===== config.mk =====
export PLATFORM = sky130hd
export DESIGN_NAME = proc_run_ctrl_flat
export DESIGN_NICKNAME = d
export VERILOG_FILES = /design/src/rtl/proc_run_ctrl_if.sv /design/src/rtl/proc_run_ctrl.sv /design/src/flat_wrapper.sv
export SDC_FILE = /design/constraint.sdc
export NUM_CORES = 1
export LEC_CHECK = 0
export ABC_AREA = 1
export BUFFER_PORTS_ARGS = -buffer_cell sky130_fd_sc_hd__buf_2
export CORE_UTILIZATION = 40
export CTS_CLUSTER_DIAMETER = 80
export DETAILED_ROUTE_END_ITERATION = 16
export PLACE_DENSITY = 0.68
export SLEW_MARGIN = 0
export SYNTH_ARGS = -nofsm -noshare
export SYNTH_HDL_FRONTEND = slang
export SYNTH_SLANG_ARGS = --single-unit

===== constraint.sdc =====
create_clock -name CLK -period 2.64 [get_ports CLK]
set_input_delay 0 -clock CLK [delete_from_list [all_inputs] [get_ports CLK]]
set_output_delay 0 -clock CLK [all_outputs]
set_load 0.05 [all_outputs]

===== src/rtl/proc_run_ctrl_if.sv =====
// Run-controller bundle: host request/status plus the core-facing reset, start PC and PC feedback.
// The controller takes the slave modport; the system or bench takes master.
interface proc_run_ctrl_if #(
  parameter int WD_WIDTH = 16
);
  // start is a one-cycle pulse with no ready: it is taken on the edge where it is
  // sampled high only while the controller is idle/done/timeout, otherwise dropped.
  logic                start;
  logic [63:0]         start_pc;
  logic [63:0]         final_pc;
  logic [WD_WIDTH-1:0] wd_limit;
  logic [63:0]         currentpc;

  logic                proc_resetl;
  logic [63:0]         proc_startpc;
  logic                busy;
  logic                done;
  logic                timeout;
  logic [WD_WIDTH-1:0] cycle_count;
  logic [63:0]         last_pc;
  logic [2:0]          dbg_state;

  modport master (
    output start, start_pc, final_pc, wd_limit, currentpc,
    input  proc_resetl, proc_startpc, busy, done, timeout, cycle_count, last_pc, dbg_state
  );

  modport slave (
    input  start, start_pc, final_pc, wd_limit, currentpc,
    output proc_resetl, proc_startpc, busy, done, timeout, cycle_count, last_pc, dbg_state
  );
endinterface


===== src/rtl/proc_run_ctrl.sv =====
// Sequences the single-cycle core through one program run: reset hold, release, final-PC watch.
// Optional watchdog timeout is compiled in with `define PROC_RUN_WATCHDOG_EN.
module proc_run_ctrl #(
  parameter int RESET_CYCLES = 2,
  parameter int WD_WIDTH     = 16
) (
  input logic            CLK,
  input logic            resetl,
  proc_run_ctrl_if.slave bus
);

  localparam int RCW = (RESET_CYCLES > 1) ? $clog2(RESET_CYCLES) : 1;
  localparam logic [RCW-1:0] RC_LAST = RCW'(RESET_CYCLES - 1);

  typedef enum logic [2:0] {
    ST_IDLE    = 3'd0,
    ST_RESET   = 3'd1,
    ST_RUN     = 3'd2,
    ST_DONE    = 3'd3,
    ST_TIMEOUT = 3'd4
  } state_e;

  state_e              state_q;
  logic [RCW-1:0]      rst_cnt_q;
  logic [63:0]         start_pc_q;
  logic [63:0]         final_pc_q;
`ifdef PROC_RUN_WATCHDOG_EN
  logic [WD_WIDTH-1:0] wd_limit_q;
`endif
  logic [WD_WIDTH-1:0] cycle_count_q;
  logic [WD_WIDTH-1:0] cycle_count_d;
  logic [63:0]         last_pc_q;
  logic                proc_resetl_q;
  logic                busy_q;
  logic                done_q;
  logic                timeout_q;

  assign cycle_count_d = cycle_count_q + WD_WIDTH'(1);

  always_ff @(posedge CLK) begin
    if (!resetl) begin
      state_q       <= ST_IDLE;
      rst_cnt_q     <= '0;
      start_pc_q    <= '0;
      final_pc_q    <= '0;
`ifdef PROC_RUN_WATCHDOG_EN
      wd_limit_q    <= '0;
`endif
      cycle_count_q <= '0;
      last_pc_q     <= '0;
      proc_resetl_q <= 1'b0;
      busy_q        <= 1'b0;
      done_q        <= 1'b0;
      timeout_q     <= 1'b0;
    end else begin
      case (state_q)
        ST_IDLE, ST_DONE, ST_TIMEOUT: begin
          if (bus.start) begin
            state_q       <= ST_RESET;
            rst_cnt_q     <= '0;
            start_pc_q    <= bus.start_pc;
            final_pc_q    <= bus.final_pc;
`ifdef PROC_RUN_WATCHDOG_EN
            wd_limit_q    <= bus.wd_limit;
`endif
            cycle_count_q <= '0;
            last_pc_q     <= '0;
            proc_resetl_q <= 1'b0;
            busy_q        <= 1'b1;
            done_q        <= 1'b0;
            timeout_q     <= 1'b0;
          end
        end
        ST_RESET: begin
          if (rst_cnt_q == RC_LAST) begin
            state_q       <= ST_RUN;
            proc_resetl_q <= 1'b1;
          end else begin
            rst_cnt_q <= rst_cnt_q + RCW'(1);
          end
        end
        ST_RUN: begin
          cycle_count_q <= cycle_count_d;
          // Reaching the final PC wins over a watchdog expiry on the same cycle.
          if (bus.currentpc >= final_pc_q) begin
            state_q       <= ST_DONE;
            last_pc_q     <= bus.currentpc;
            proc_resetl_q <= 1'b0;
            busy_q        <= 1'b0;
            done_q        <= 1'b1;
          end
`ifdef PROC_RUN_WATCHDOG_EN
          else if ((wd_limit_q != '0) && (cycle_count_d == wd_limit_q)) begin
            state_q       <= ST_TIMEOUT;
            last_pc_q     <= bus.currentpc;
            proc_resetl_q <= 1'b0;
            busy_q        <= 1'b0;
            timeout_q     <= 1'b1;
          end
`endif
        end
        default: begin
          state_q       <= ST_IDLE;
          proc_resetl_q <= 1'b0;
          busy_q        <= 1'b0;
        end
      endcase
    end
  end

  assign bus.proc_resetl  = proc_resetl_q;
  assign bus.proc_startpc = start_pc_q;
  assign bus.busy         = busy_q;
  assign bus.done         = done_q;
  assign bus.timeout      = timeout_q;
  assign bus.cycle_count  = cycle_count_q;
  assign bus.last_pc      = last_pc_q;
  assign bus.dbg_state    = state_q;

endmodule


===== src/flat_wrapper.sv =====
// flat-port wrapper written by rule: the top's interface ports become plain ports
module proc_run_ctrl_flat 
#(
  parameter int RESET_CYCLES = 2,
  parameter int WD_WIDTH     = 16
)
  (CLK, resetl, bus_start, bus_start_pc, bus_final_pc, bus_wd_limit, bus_currentpc, bus_proc_resetl, bus_proc_startpc, bus_busy, bus_done, bus_timeout, bus_cycle_count, bus_last_pc, bus_dbg_state);
  proc_run_ctrl_if #(.WD_WIDTH(WD_WIDTH)) bus_i ();
  input logic CLK;
  input logic resetl;
  input wire logic [$bits(bus_i.start)-1:0] bus_start;
  input wire logic [$bits(bus_i.start_pc)-1:0] bus_start_pc;
  input wire logic [$bits(bus_i.final_pc)-1:0] bus_final_pc;
  input wire logic [$bits(bus_i.wd_limit)-1:0] bus_wd_limit;
  input wire logic [$bits(bus_i.currentpc)-1:0] bus_currentpc;
  output wire logic [$bits(bus_i.proc_resetl)-1:0] bus_proc_resetl;
  output wire logic [$bits(bus_i.proc_startpc)-1:0] bus_proc_startpc;
  output wire logic [$bits(bus_i.busy)-1:0] bus_busy;
  output wire logic [$bits(bus_i.done)-1:0] bus_done;
  output wire logic [$bits(bus_i.timeout)-1:0] bus_timeout;
  output wire logic [$bits(bus_i.cycle_count)-1:0] bus_cycle_count;
  output wire logic [$bits(bus_i.last_pc)-1:0] bus_last_pc;
  output wire logic [$bits(bus_i.dbg_state)-1:0] bus_dbg_state;
  assign bus_i.start = bus_start;
  assign bus_i.start_pc = bus_start_pc;
  assign bus_i.final_pc = bus_final_pc;
  assign bus_i.wd_limit = bus_wd_limit;
  assign bus_i.currentpc = bus_currentpc;
  assign bus_proc_resetl = bus_i.proc_resetl;
  assign bus_proc_startpc = bus_i.proc_startpc;
  assign bus_busy = bus_i.busy;
  assign bus_done = bus_i.done;
  assign bus_timeout = bus_i.timeout;
  assign bus_cycle_count = bus_i.cycle_count;
  assign bus_last_pc = bus_i.last_pc;
  assign bus_dbg_state = bus_i.dbg_state;
  proc_run_ctrl #(.RESET_CYCLES(RESET_CYCLES), .WD_WIDTH(WD_WIDTH)) u_core (.CLK(CLK), .resetl(resetl), .bus(bus_i));
endmodule

==> results.sh, run 1 <==
export IMPL_placement_io_buffers=343
export IMPL_die_area_um2=23900
export IMPL_globalplace_congestion=0.878
export IMPL_drtIter0Drc=545
export IMPL_ys_seq_area_share_pct=45.9
export IMPL_switching_share_pct=43.5
export IMPL_cellLeakagePower_nw=6.45
export IMPL_pin_count=362
export IMPL_worst_clock_skew_ps=23.5
export IMPL_finalSetupViolations=0
export IMPL_vias_in_the_first_global_route=10200
export IMPL_critical_path_top_delay_family="buffers and inverters"
export IMPL_post_synth_inst_count=1214
export IMPL_yosysWarnings=0
export IMPL_final_instance_count_excl_fill=2070
export IMPL_clock_tree_buffer_depth=3
export IMPL_post_route_cells_drive_above_1_share_pct=23.6
export IMPL_synth_enable_flop_cells=0
export IMPL_timing_final_max_slew_violations=0
export IMPL_post_syn_area_per_cell_um2=7.69
export IMPL_cp_data_required_time_ps=3100
export IMPL_vias_per_cell=5.02
export IMPL_mappedNetlistArea_um2=9330
export IMPL_worst_setup_path_type="register to register"
export IMPL_drt_wl_total_um=32500
export IMPL_powerDensity_nw_per_um2=991
export IMPL_synth_area_leaders="sky130_fd_sc_hd__dfxtp_1, sky130_fd_sc_hd__a21oi_1, sky130_fd_sc_hd__ha_1"
export IMPL_drv_cap=0
export IMPL_clk_latency_ps=530
export IMPL_switchingPower_mw=6.15
export IMPL_tritoncts_clock_tree="built"
export IMPL_dp_final_hpwl_um=19600
export IMPL_layout_worst_path_cycle_share_pct=90.3
export IMPL_maxSlewHeadroom_pct=44.6
export IMPL_antenna_found_initial=2
export IMPL_die_height_um=155
export IMPL_proportion_of_power_drawn_by_flip_flops_and_latches_pct=31.3
export IMPL_worst_hold_path_type="primary input to register"
export IMPL_ff_latch_count_synth=214
export IMPL_power_frac_comb_pct=44.2
export IMPL_share_clk_of_total_power_pct=24.5
export IMPL_max_freq_ghz=0.420
export IMPL_period_minus_slack_ps=2380
export IMPL_first_pass_grt_wire_length_um=50900
export IMPL_floorplan_initialDensity_pct=41.0
export IMPL_area_delta_synth_final_pct=52.9
export IMPL_internal_power_mw=7.98
export IMPL_clk_pin_slew_ps=60
export IMPL_cts_sinks=214
export IMPL_cts_made_buffers=25
export IMPL_post_cts_buffers=0
export IMPL_routedWlPerCell_um=15.7
export IMPL_worst_ir_drop_vdd_mv=0.826
export IMPL_grt_max_degree=96
export IMPL_cp_slowest_stage_delay_ps=540
export IMPL_global_route_usage_total_pct=26.3
export IMPL_worst_ep_arrival_time_ps=2840
export IMPL_drc_errors=0
export IMPL_synth_cell_types=31
export IMPL_setup_worst_path_start_class="register"
export IMPL_cpMaxStageDelayCell="sky130_fd_sc_hd__buf_4"
export IMPL_setup_tns_final_ps=0
export IMPL_num_vias=10400
export IMPL_cells_after_dpl=1811
export IMPL_end_kind="register"
export IMPL_die_x_um=155
export IMPL_core_rowCount=55
export IMPL_crit_path_frequent_cell="sky130_fd_sc_hd__buf_4"
export IMPL_finish_net_count=2018
export IMPL_filler_cell_count=1878
export IMPL_synthArstFlopShare_pct=0
export IMPL_design_core_area_um2=22800
export IMPL_cts_htree_levels=1
export IMPL_clock_root_buffer="sky130_fd_sc_hd__clkbuf_16"
export IMPL_maximum_fanout_count_along_the_critical_path=58
export IMPL_timing_worst_slew_pin_value_ps=831
export IMPL_worstPathBufferInverterCount=3
export IMPL_synth_top_area_share_pct=45.9
export IMPL_gr_total_overflow=0
export IMPL_detail_route_antenna_nets=0
export IMPL_hold_worst_slack_ps=262
export IMPL_yosys_most_used_dff="sky130_fd_sc_hd__dfxtp_1"
export IMPL_cp_cell_sequence="inv_1 > ha_1 > nand2_8 > buf_4 > buf_4 > o21ai_0 > nor2_1"
export IMPL_firstDrtPassIters=5
export IMPL_yosysTopAreaCell="sky130_fd_sc_hd__dfxtp_1"
export IMPL_unrepaired_setup_endpoints_after_global_routing="no"
export IMPL_timing_hold_violations_final=0
export IMPL_status="finished clean"
==> state kept, by name, summed over array words and instances (netlist names) <==
name                     flops
u_core.bus.busy              1
u_core.final_pc_q           64
u_core.rst_cnt_q             1
u_core.bus.cycle_count      16
u_core.bus.proc_startpc     64
u_core.bus.done              1
u_core.bus.last_pc          64
u_core.bus.proc_resetl       1
u_core.bus.dbg_state         2
==> cell families after synthesis <==
kind of cell / Yosys count / synth area share, %
AOI/OAI and AO/OA: 325 / 17.8
xor gates and xnor gates: 2 / 0.188
adders and majority gates: 68 / 9.12
buffers and inverters: 173 / 7.63
DFF: 214 / 45.9
other: 1 / 0.0402
and+or+nand+nor: 431 / 19.3
==> synth_stat cells, drive strengths merged (4+ instances only) <==
cell	number
ha	68
dfxtp	214
nor4	4
inv	100
nand3	79
a21oi	171
nor3	9
clkbuf	56
nand4	8
o21a	4
o21ai	143
nand2	164
nor2	167
buf	17
==> layout make-up <==
cell class	instances	area, um2	area share, %
multi-input combinational	828	4370	30.6
sequential	214	4280	30.0
timing repair buffer	570	4020	28.2
clock buffer	34	719	5.04
tap	313	392	2.74
inverter	100	375	2.63
clock inverter	8	96.3	0.675
antenna	3	7.51	0.0526
==> routing by layer <==
metal / track usage (%) / up-vias / routed length (um)
met5: 0 / - / 0
met4: 12.8 / 0 / 1290
met3: 6.39 / 113 / 2470
met2: 45.6 / 440 / 15700
met1: 30.4 / 4774 / 13000
li1: - / 5062 / -
==> worst reg2reg max path, stage by stage, from the launching register on <==
cell and delay [ps]:
sky130_fd_sc_hd__dfxtp_1 410, sky130_fd_sc_hd__inv_1 70, sky130_fd_sc_hd__ha_1 410, sky130_fd_sc_hd__nand2_8 100
sky130_fd_sc_hd__buf_4 390, sky130_fd_sc_hd__buf_4 560, sky130_fd_sc_hd__o21ai_0 230, sky130_fd_sc_hd__nor2_1 150
==> stage by stage <==
| step | setup WS (ps) | cell area, um2 | power [mW] | util, % |
|---|---|---|---|---|
| after global placement | 262 | 11300 | 10.2 | 49.5 |
| after floorplan | 220 | 9340 | 8.82 | - |
| after global routing | 29.3 | 14300 | 15.0 | 62.6 |
| final | 257 | 14300 | 14.1 | 62.6 |
| after detailed placement | 221 | 11300 | 10.3 | 49.5 |
| after CTS | 202 | 14200 | 14.1 | 62.5 |
==> cell usage in the layout, fill, tap and decap left out, types with 4 or more instances in the layout <==
cell / instances
sky130_fd_sc_hd__nand2_1: 161
sky130_fd_sc_hd__nand4_1: 8
sky130_fd_sc_hd__dfxtp_1: 214
sky130_fd_sc_hd__o21a_1: 4
sky130_fd_sc_hd__a21oi_1: 170
sky130_fd_sc_hd__o21ai_0: 139
sky130_fd_sc_hd__clkinv_2: 4
sky130_fd_sc_hd__ha_1: 68
sky130_fd_sc_hd__buf_12: 4
sky130_fd_sc_hd__clkbuf_16: 25
sky130_fd_sc_hd__clkbuf_8: 6
sky130_fd_sc_hd__inv_1: 97
sky130_fd_sc_hd__nand3_1: 78
sky130_fd_sc_hd__nor3_1: 6
sky130_fd_sc_hd__nor2_1: 162
sky130_fd_sc_hd__dlygate4sd3_1: 214
sky130_fd_sc_hd__buf_2: 342
sky130_fd_sc_hd__buf_4: 7
==> power groups by stage <==
| stage | clock [mW] | sequential, mW | combinational, mW |
|---|---|---|---|
| 6_report | 3.46 | 4.42 | 6.25 |
| 5_1_grt | 3.63 | 4.51 | 6.83 |
| 4_1_cts | 3.53 | 4.40 | 6.13 |
| 3_5_place_dp | 0 | 4.46 | 5.81 |
| 3_3_place_gp | 0 | 4.42 | 5.73 |
| 2_1_floorplan | 0 | 6.13 | 2.69 |
==> repair_timing <==
item / CTS / global route
setup endpoints to repair: 0 / 57
hold endpoints to repair: 196 / 0
gates resized for setup: 0 / 5
hold buffers: 214 / 0
==> path summary, 6_finish.rpt <==
path | slack, ps | startpoint | to | cells after the start
worst max-delay path | 260 | u_core.bus.dbg_state[0] | u_core.bus.proc_startpc[8] | 7
worst min-delay path | 260 | bus_start_pc[22] | u_core.bus.proc_startpc[22] | 4
worst max register to register | 260 | u_core.bus.dbg_state[0] | u_core.bus.proc_startpc[8] | 7
worst min register to register | 460 | u_core.bus.last_pc[39] | u_core.bus.last_pc[39] | 2
(Power assumes the default switching activity.)
==> run 2, diff against run 1 <==
--- a/config.mk
+++ b/config.mk
@@ -5,12 +5,14 @@
 export SDC_FILE = /design/constraint.sdc
 export NUM_CORES = 1
 export LEC_CHECK = 0
-export ABC_AREA = 1
+export ABC_AREA = 0
 export BUFFER_PORTS_ARGS = -buffer_cell sky130_fd_sc_hd__buf_2
-export CORE_UTILIZATION = 40
+export CORE_AREA = 2 2 139 141
 export CTS_CLUSTER_DIAMETER = 80
 export DETAILED_ROUTE_END_ITERATION = 16
-export PLACE_DENSITY = 0.68
+export DIE_AREA = 0 0 141 143
+export PLACE_DENSITY = 0.8
+export REMOVE_ABC_BUFFERS = 1
 export SLEW_MARGIN = 0
 export SYNTH_ARGS = -nofsm -noshare
 export SYNTH_HDL_FRONTEND = slang
==> results.sh, run 2 <==
export IMPL_status="complete, but fails checks"
export IMPL_failing_checks="negative setup slack"
export IMPL_clock_root_buffer="sky130_fd_sc_hd__clkbuf_16"
export IMPL_placement_io_buffers=343
export IMPL_r2r_worst_path_cells=11
export IMPL_mappedNetlistArea_um2=9060
export IMPL_critical_path_endpoint="u_core.bus.last_pc[17]"
export IMPL_reg2reg_setup_slack_ps=-280
export IMPL_yosys_most_used_dff="sky130_fd_sc_hd__dfxtp_1"
export IMPL_routedWlPerCell_um=19.6
export IMPL_worst_clock_skew_ps=20.3
export IMPL_worst_ir_drop_vdd_mv=0.726
export IMPL_firstDrtPassIters=5
export IMPL_design_core_area_um2=18600
export IMPL_antenna_found_initial=4
export IMPL_synth_area_leaders="sky130_fd_sc_hd__dfxtp_1, sky130_fd_sc_hd__nand2_1, sky130_fd_sc_hd__ha_1"
export IMPL_commonest_non_fill_non_tap_cell_in_the_layout="sky130_fd_sc_hd__buf_2"
export IMPL_timing_final_max_slew_violations=0
export IMPL_switching_share_pct=42.2
export IMPL_cellLeakagePower_nw=6.26
export IMPL_globalplace_congestion=0.838
export IMPL_yosysTopAreaCell="sky130_fd_sc_hd__dfxtp_1"
export IMPL_cp_data_required_time_ps=3080
export IMPL_share_clk_of_total_power_pct=25.4
export IMPL_unrepaired_setup_endpoints_after_global_routing="yes"
export IMPL_first_pass_grt_wire_length_um=53800
export IMPL_post_route_util_pct=75.1
export IMPL_timing_hold_violations_final=0
export IMPL_ys_top_cells_by_count="sky130_fd_sc_hd__nand2_1, sky130_fd_sc_hd__dfxtp_1, sky130_fd_sc_hd__a21oi_1, sky130_fd_sc_hd__ha_1, sky130_fd_sc_hd__inv_1"
export IMPL_worst_hold_path_type="primary input to register"
export IMPL_dp_worst_setup_slack_ps=-355
export IMPL_area_delta_synth_final_pct=54.1
export IMPL_clock_tree_buffer_depth=3
export IMPL_worst_flop_to_flop_path_startpoint="u_core.final_pc_q[0]"
export IMPL_final_cell_mix="sky130_fd_sc_hd__buf_2, sky130_fd_sc_hd__nand2_1, sky130_fd_sc_hd__dfxtp_1"
export IMPL_switchingPower_mw=5.57
export IMPL_power_frac_comb_pct=43.2
export IMPL_core_rowCount=50
export IMPL_timing_worst_slew_pin_value_ps=749
export IMPL_layout_worst_path_cycle_share_pct=111
export IMPL_cts_made_buffers=23
export IMPL_dp_final_hpwl_um=19000
export IMPL_worst_ep_arrival_time_ps=3360
export IMPL_gr_total_overflow=0
export IMPL_hold_worst_slack_ps=68.0
export IMPL_max_freq_ghz=0.343
export IMPL_synthArstFlopShare_pct=0
export IMPL_drv_cap=0
export IMPL_drc_errors=0
export IMPL_maximum_fanout_count_along_the_critical_path=6
export IMPL_die_x_um=141
export IMPL_vias_per_cell=5.68
export IMPL_cts_sinks=214
export IMPL_ff_latch_count_synth=214
export IMPL_finalSetupViolations=69
export IMPL_clk_pin_slew_ps=70
export IMPL_worst_setup_path_type="register to register"
export IMPL_die_area_um2=20200
export IMPL_post_synth_inst_count=1060
export IMPL_synth_top_area_share_pct=47.3
export IMPL_synth_enable_flop_cells=0
export IMPL_powerDensity_nw_per_um2=944
export IMPL_period_minus_slack_ps=2920
export IMPL_end_kind="register"
export IMPL_yosysWarnings=0
export IMPL_min_path_cells=2
export IMPL_synth_cell_types=48
export IMPL_num_vias=10400
export IMPL_postLayoutSetupSlackWorst_ps=-280
export IMPL_drtIter0Drc=736
export IMPL_cp_cell_sequence="ha_4 > nand2b_4 > a2111o_1 > a32oi_2 > a311oi_1 > or4_4 > buf_6 > o21ai_4 > buf_8 > clkbuf_16 > a32o_1"
export IMPL_pin_count=362
export IMPL_proportion_of_power_drawn_by_flip_flops_and_latches_pct=31.4
export IMPL_maxSlewHeadroom_pct=50.1
export IMPL_vias_in_the_first_global_route=10600
export IMPL_global_route_usage_total_pct=33.6
export IMPL_clk_latency_ps=520
export IMPL_floorplan_initialDensity_pct=48.8
export IMPL_die_height_um=143
export IMPL_post_syn_area_per_cell_um2=8.55
export IMPL_grt_max_degree=67
export IMPL_internal_power_mw=7.62
export IMPL_setup_worst_path_start_class="register"
export IMPL_critical_r2r_capture="u_core.bus.last_pc[17]"
export IMPL_ys_seq_area_share_pct=47.3
export IMPL_finish_net_count=1862
export IMPL_tritoncts_clock_tree="built"
export IMPL_crit_path_start="u_core.final_pc_q[0]"
export IMPL_post_route_cells_drive_above_1_share_pct=27.1
export IMPL_detail_route_antenna_nets=0
export IMPL_most_instantiated_library_cell_after_synthesis="sky130_fd_sc_hd__nand2_1"
export IMPL_cpMaxStageDelayCell="sky130_fd_sc_hd__or4_4"
export IMPL_drt_wl_total_um=35900
export IMPL_cp_slowest_stage_delay_ps=570
export IMPL_cts_htree_levels=1
## run 2: cell families (layout without fill, tap and decap cells)
group	Yosys count	after routing	synth area share (%)
adder cells (fa/ha/maj)	68	68	9.39
AO/OA/AOI/OAI	264	264	19.1
other	1	6	0.0414
multiplexers	2	2	0.221
buffers and inverters	140	678	6.49
XOR/XNOR	13	13	1.26
flip-flops	214	214	47.3
AND/OR/NAND/NOR	358	358	16.2
## run 2: cell type report
type | count | area, um2
clock buffer | 30 | 652
sequential | 214 | 4290
multi-input combinational | 707 | 4270
antenna | 4 | 10.0
clock inverter | 11 | 128
timing repair buffer | 568 | 4060
fill | 1160 | 4620
tap | 234 | 293
inverter | 69 | 262
## run 2: power groups by stage
stage	Combinational, mW	Clock (mW)	Sequential (mW)
finish	5.70	3.35	4.14
global route	6.03	3.49	4.18
CTS	5.37	3.34	4.08
detailed placement	4.81	0	4.14
global placement	4.71	0	4.12
floorplan	2.04	0	5.34
## run 2: worst min path at each step
| stage | startpoint | to |
|---|---|---|
| detailed placement | bus_currentpc[16] | u_core.bus.last_pc[16] |
| floorplan | bus_currentpc[0] | u_core.bus.last_pc[0] |
| global route | resetl | u_core.bus.last_pc[31] |
| CTS | bus_currentpc[0] | u_core.bus.last_pc[0] |
| global placement | bus_currentpc[16] | u_core.bus.last_pc[16] |
| finish | resetl | u_core.bus.last_pc[26] |
## run 2: worst max-delay path: cells and delay by family (launching register included)
| family | cells | cell delay (ps) |
|---|---|---|
| flops | 1 | 350 |
| simple gates | 2 | 700 |
| compound gates | 5 | 1130 |
| fa+ha+maj | 1 | 200 |
| buf+inv | 3 | 490 |
## run 2: routing by layer
metal | GRT usage (%) | up-vias | wire length [um]
li1 | - | 4695 | -
met1 | 36.0 | 4834 | 12400
met2 | 60.6 | 698 | 17800
met3 | 7.65 | 201 | 3300
met4 | 20.0 | 0 | 2370
met5 | 0 | - | 0
## run 2: through the flow
step	power [mW]	cells	area, um2	TNS [ps]
2_1_floorplan	7.38	990	8730	-342620
3_3_place_gp	8.83	1592	11000	-18310
3_5_place_dp	8.94	1592	11000	-22220
4_1_cts	12.8	1831	13900	-15310
5_1_grt	13.7	1837	14000	-21740
6_report	13.2	1837	14000	-16200
## run 2: timing repair
| action | CTS | global route |
|---|---|---|
| hold endpoints to repair | 196 | 1 |
| pin swaps | 9 | 31 |
| endpoints found under the setup margin | 69 | 69 |
| hold buffers | 192 | 1 |
| gates cloned | 2 | 2 |
| resized for setup | 15 | 7 |
| setup buffers | 4 | 0 |
==> run 3, diff against run 2 <==
--- a/config.mk
+++ b/config.mk
@@ -17,3 +17,4 @@
 export SYNTH_ARGS = -nofsm -noshare
 export SYNTH_HDL_FRONTEND = slang
 export SYNTH_SLANG_ARGS = --single-unit
+export TNS_END_PERCENT = 5
==> results.sh, run 3 (synthesis gave the netlist of run 2 again) <==
export IMPL_max_freq_ghz=0.343
export IMPL_globalplace_congestion=0.838
export IMPL_hold_crit_endpoint="u_core.bus.last_pc[26]"
export IMPL_design_core_area_um2=18600
export IMPL_grt_max_degree=67
export IMPL_global_route_usage_total_pct=33.6
export IMPL_worst_setup_path_type="register to register"
export IMPL_path_depth=9
export IMPL_die_height_um=143
export IMPL_vias_per_cell=5.68
export IMPL_status="complete, but fails checks"
export IMPL_maximum_fanout_count_along_the_critical_path=36
export IMPL_min_path_cells=2
export IMPL_drc_errors=0
export IMPL_cts_htree_levels=1
export IMPL_first_pass_grt_wire_length_um=53800
export IMPL_timing_hold_violations_final=0
export IMPL_drt_wl_total_um=36100
export IMPL_critical_r2r_capture="u_core.bus.last_pc[50]"
export IMPL_clk_pin_slew_ps=70
export IMPL_r2r_worst_path_cells=9
export IMPL_worst_hold_path_type="primary input to register"
export IMPL_powerDensity_nw_per_um2=947
export IMPL_floorplan_initialDensity_pct=48.8
export IMPL_worst_hold_startpoint="resetl"
export IMPL_antenna_found_initial=4
export IMPL_cellLeakagePower_nw=6.28
export IMPL_failing_checks="negative setup slack"
export IMPL_postLayoutSetupSlackWorst_ps=-277
export IMPL_worst_clock_skew_ps=15.9
export IMPL_unrepaired_setup_endpoints_after_global_routing="yes"
export IMPL_cpMaxStageDelayCell="sky130_fd_sc_hd__or4_4"
export IMPL_worst_ir_drop_vdd_mv=0.724
export IMPL_clock_tree_buffer_depth=3
export IMPL_reg2reg_setup_slack_ps=-280
export IMPL_worst_ep_arrival_time_ps=3320
export IMPL_dp_final_hpwl_um=19000
export IMPL_tritoncts_clock_tree="built"
export IMPL_cp_slowest_stage_delay_ps=570
export IMPL_routedWlPerCell_um=19.6
export IMPL_core_rowCount=50
export IMPL_cts_made_buffers=23
export IMPL_detail_route_antenna_nets=0
export IMPL_end_kind="register"
export IMPL_area_delta_synth_final_pct=54.3
export IMPL_filler_cell_count=1150
export IMPL_finalSetupViolations=69
export IMPL_die_x_um=141
export IMPL_setup_tns_final_ps=-15980
export IMPL_post_route_util_pct=75.2
export IMPL_clock_root_buffer="sky130_fd_sc_hd__clkbuf_16"
export IMPL_die_area_um2=20200
export IMPL_commonest_non_fill_non_tap_cell_in_the_layout="sky130_fd_sc_hd__buf_2"
export IMPL_timing_worst_slew_pin_value_ps=746
export IMPL_worst_flop_to_flop_path_startpoint="u_core.final_pc_q[0]"
export IMPL_worstPathBufferInverterCount=1
export IMPL_post_route_cell_area_um2=14000
export IMPL_final_cell_mix="sky130_fd_sc_hd__buf_2, sky130_fd_sc_hd__nand2_1, sky130_fd_sc_hd__dfxtp_1"
export IMPL_drv_cap=0
export IMPL_period_minus_slack_ps=2920
export IMPL_num_vias=10400
export IMPL_critical_path_top_delay_family="compound AO/OA/AOI/OAI gates"
export IMPL_timing_final_max_slew_violations=0
export IMPL_pin_count=362
export IMPL_cp_cell_sequence="ha_4 > nand2b_4 > a2111o_1 > a32oi_2 > a311oi_1 > or4_4 > o2111a_2 > buf_12 > a32o_2"
export IMPL_placedInstanceArea_um2=11000
export IMPL_setup_worst_path_start_class="register"
export IMPL_maxSlewHeadroom_pct=50.3
export IMPL_gr_total_overflow=0
export IMPL_cts_sinks=214
export IMPL_finish_net_count=1862
export IMPL_firstDrtPassIters=8
export IMPL_post_route_cells_drive_above_1_share_pct=27.1
export IMPL_vias_in_the_first_global_route=10600
export IMPL_drtIter0Drc=704
export IMPL_cp_data_required_time_ps=3040
export IMPL_layout_worst_path_cycle_share_pct=111
export IMPL_clk_latency_ps=510
export IMPL_placement_io_buffers=343
==> run 3: layout make-up <==
type	count	area, um2	share of cell area [%]
sequential	214	4290	30.7
multi-input combinational	707	4280	30.6
timing repair buffer	568	4070	29.1
clock buffer	30	652	4.66
tap	234	293	2.10
inverter	69	262	1.87
clock inverter	11	128	0.913
antenna	4	10.0	0.0716
==> run 3: through the flow <==
| step | worst slack [ps] | instances | hold WS (ps) | total power [mW] |
|---|---|---|---|---|
| 2_1_floorplan | -2680 | 990 | 126 | 7.38 |
| 3_3_place_gp | -284 | 1592 | 233 | 8.83 |
| 3_5_place_dp | -355 | 1592 | 237 | 8.94 |
| 4_1_cts | -247 | 1830 | -278 | 12.8 |
| 5_1_grt | -372 | 1837 | 69.6 | 13.8 |
| 6_report | -277 | 1837 | 59.6 | 13.2 |
==> run 3: timing repair <==
action / 4_1_cts / 5_1_grt
pin swaps: 29 / 21
endpoints found under the hold margin: 196 / 1
setup endpoints to repair: 69 / 69
hold buffers: 192 / 1
gates cloned: 2 / 2
gates resized for setup: 11 / 9
setup buffers: 3 / 0
==> run 3: power breakdown <==
group / switching (mW) / internal [mW] / total, mW
combinational: 3.84 / 1.91 / 5.75
clock: 1.40 / 1.95 / 3.35
sequential: 0.340 / 3.80 / 4.14
==> run 3: how the worst max path moves through the flow <==
stage / to / slack, ps / startpoint
after global routing: u_core.bus.last_pc[24] / -370 / u_core.final_pc_q[0]
after floorplan: u_core.bus.last_pc[0] / -2680 / u_core.bus.dbg_state[0]
after CTS: u_core.bus.last_pc[7] / -250 / u_core.final_pc_q[0]
after global placement: u_core.bus.last_pc[42] / -280 / u_core.final_pc_q[0]
final: u_core.bus.last_pc[50] / -280 / u_core.final_pc_q[0]
after detailed placement: u_core.bus.last_pc[49] / -360 / u_core.final_pc_q[0]
==> run 3: layer usage <==
metal	global-route usage, %	routed length (um)
met5	0	0
met4	20.1	2390
met3	7.48	3250
met2	60.4	17800
met1	36.2	12600
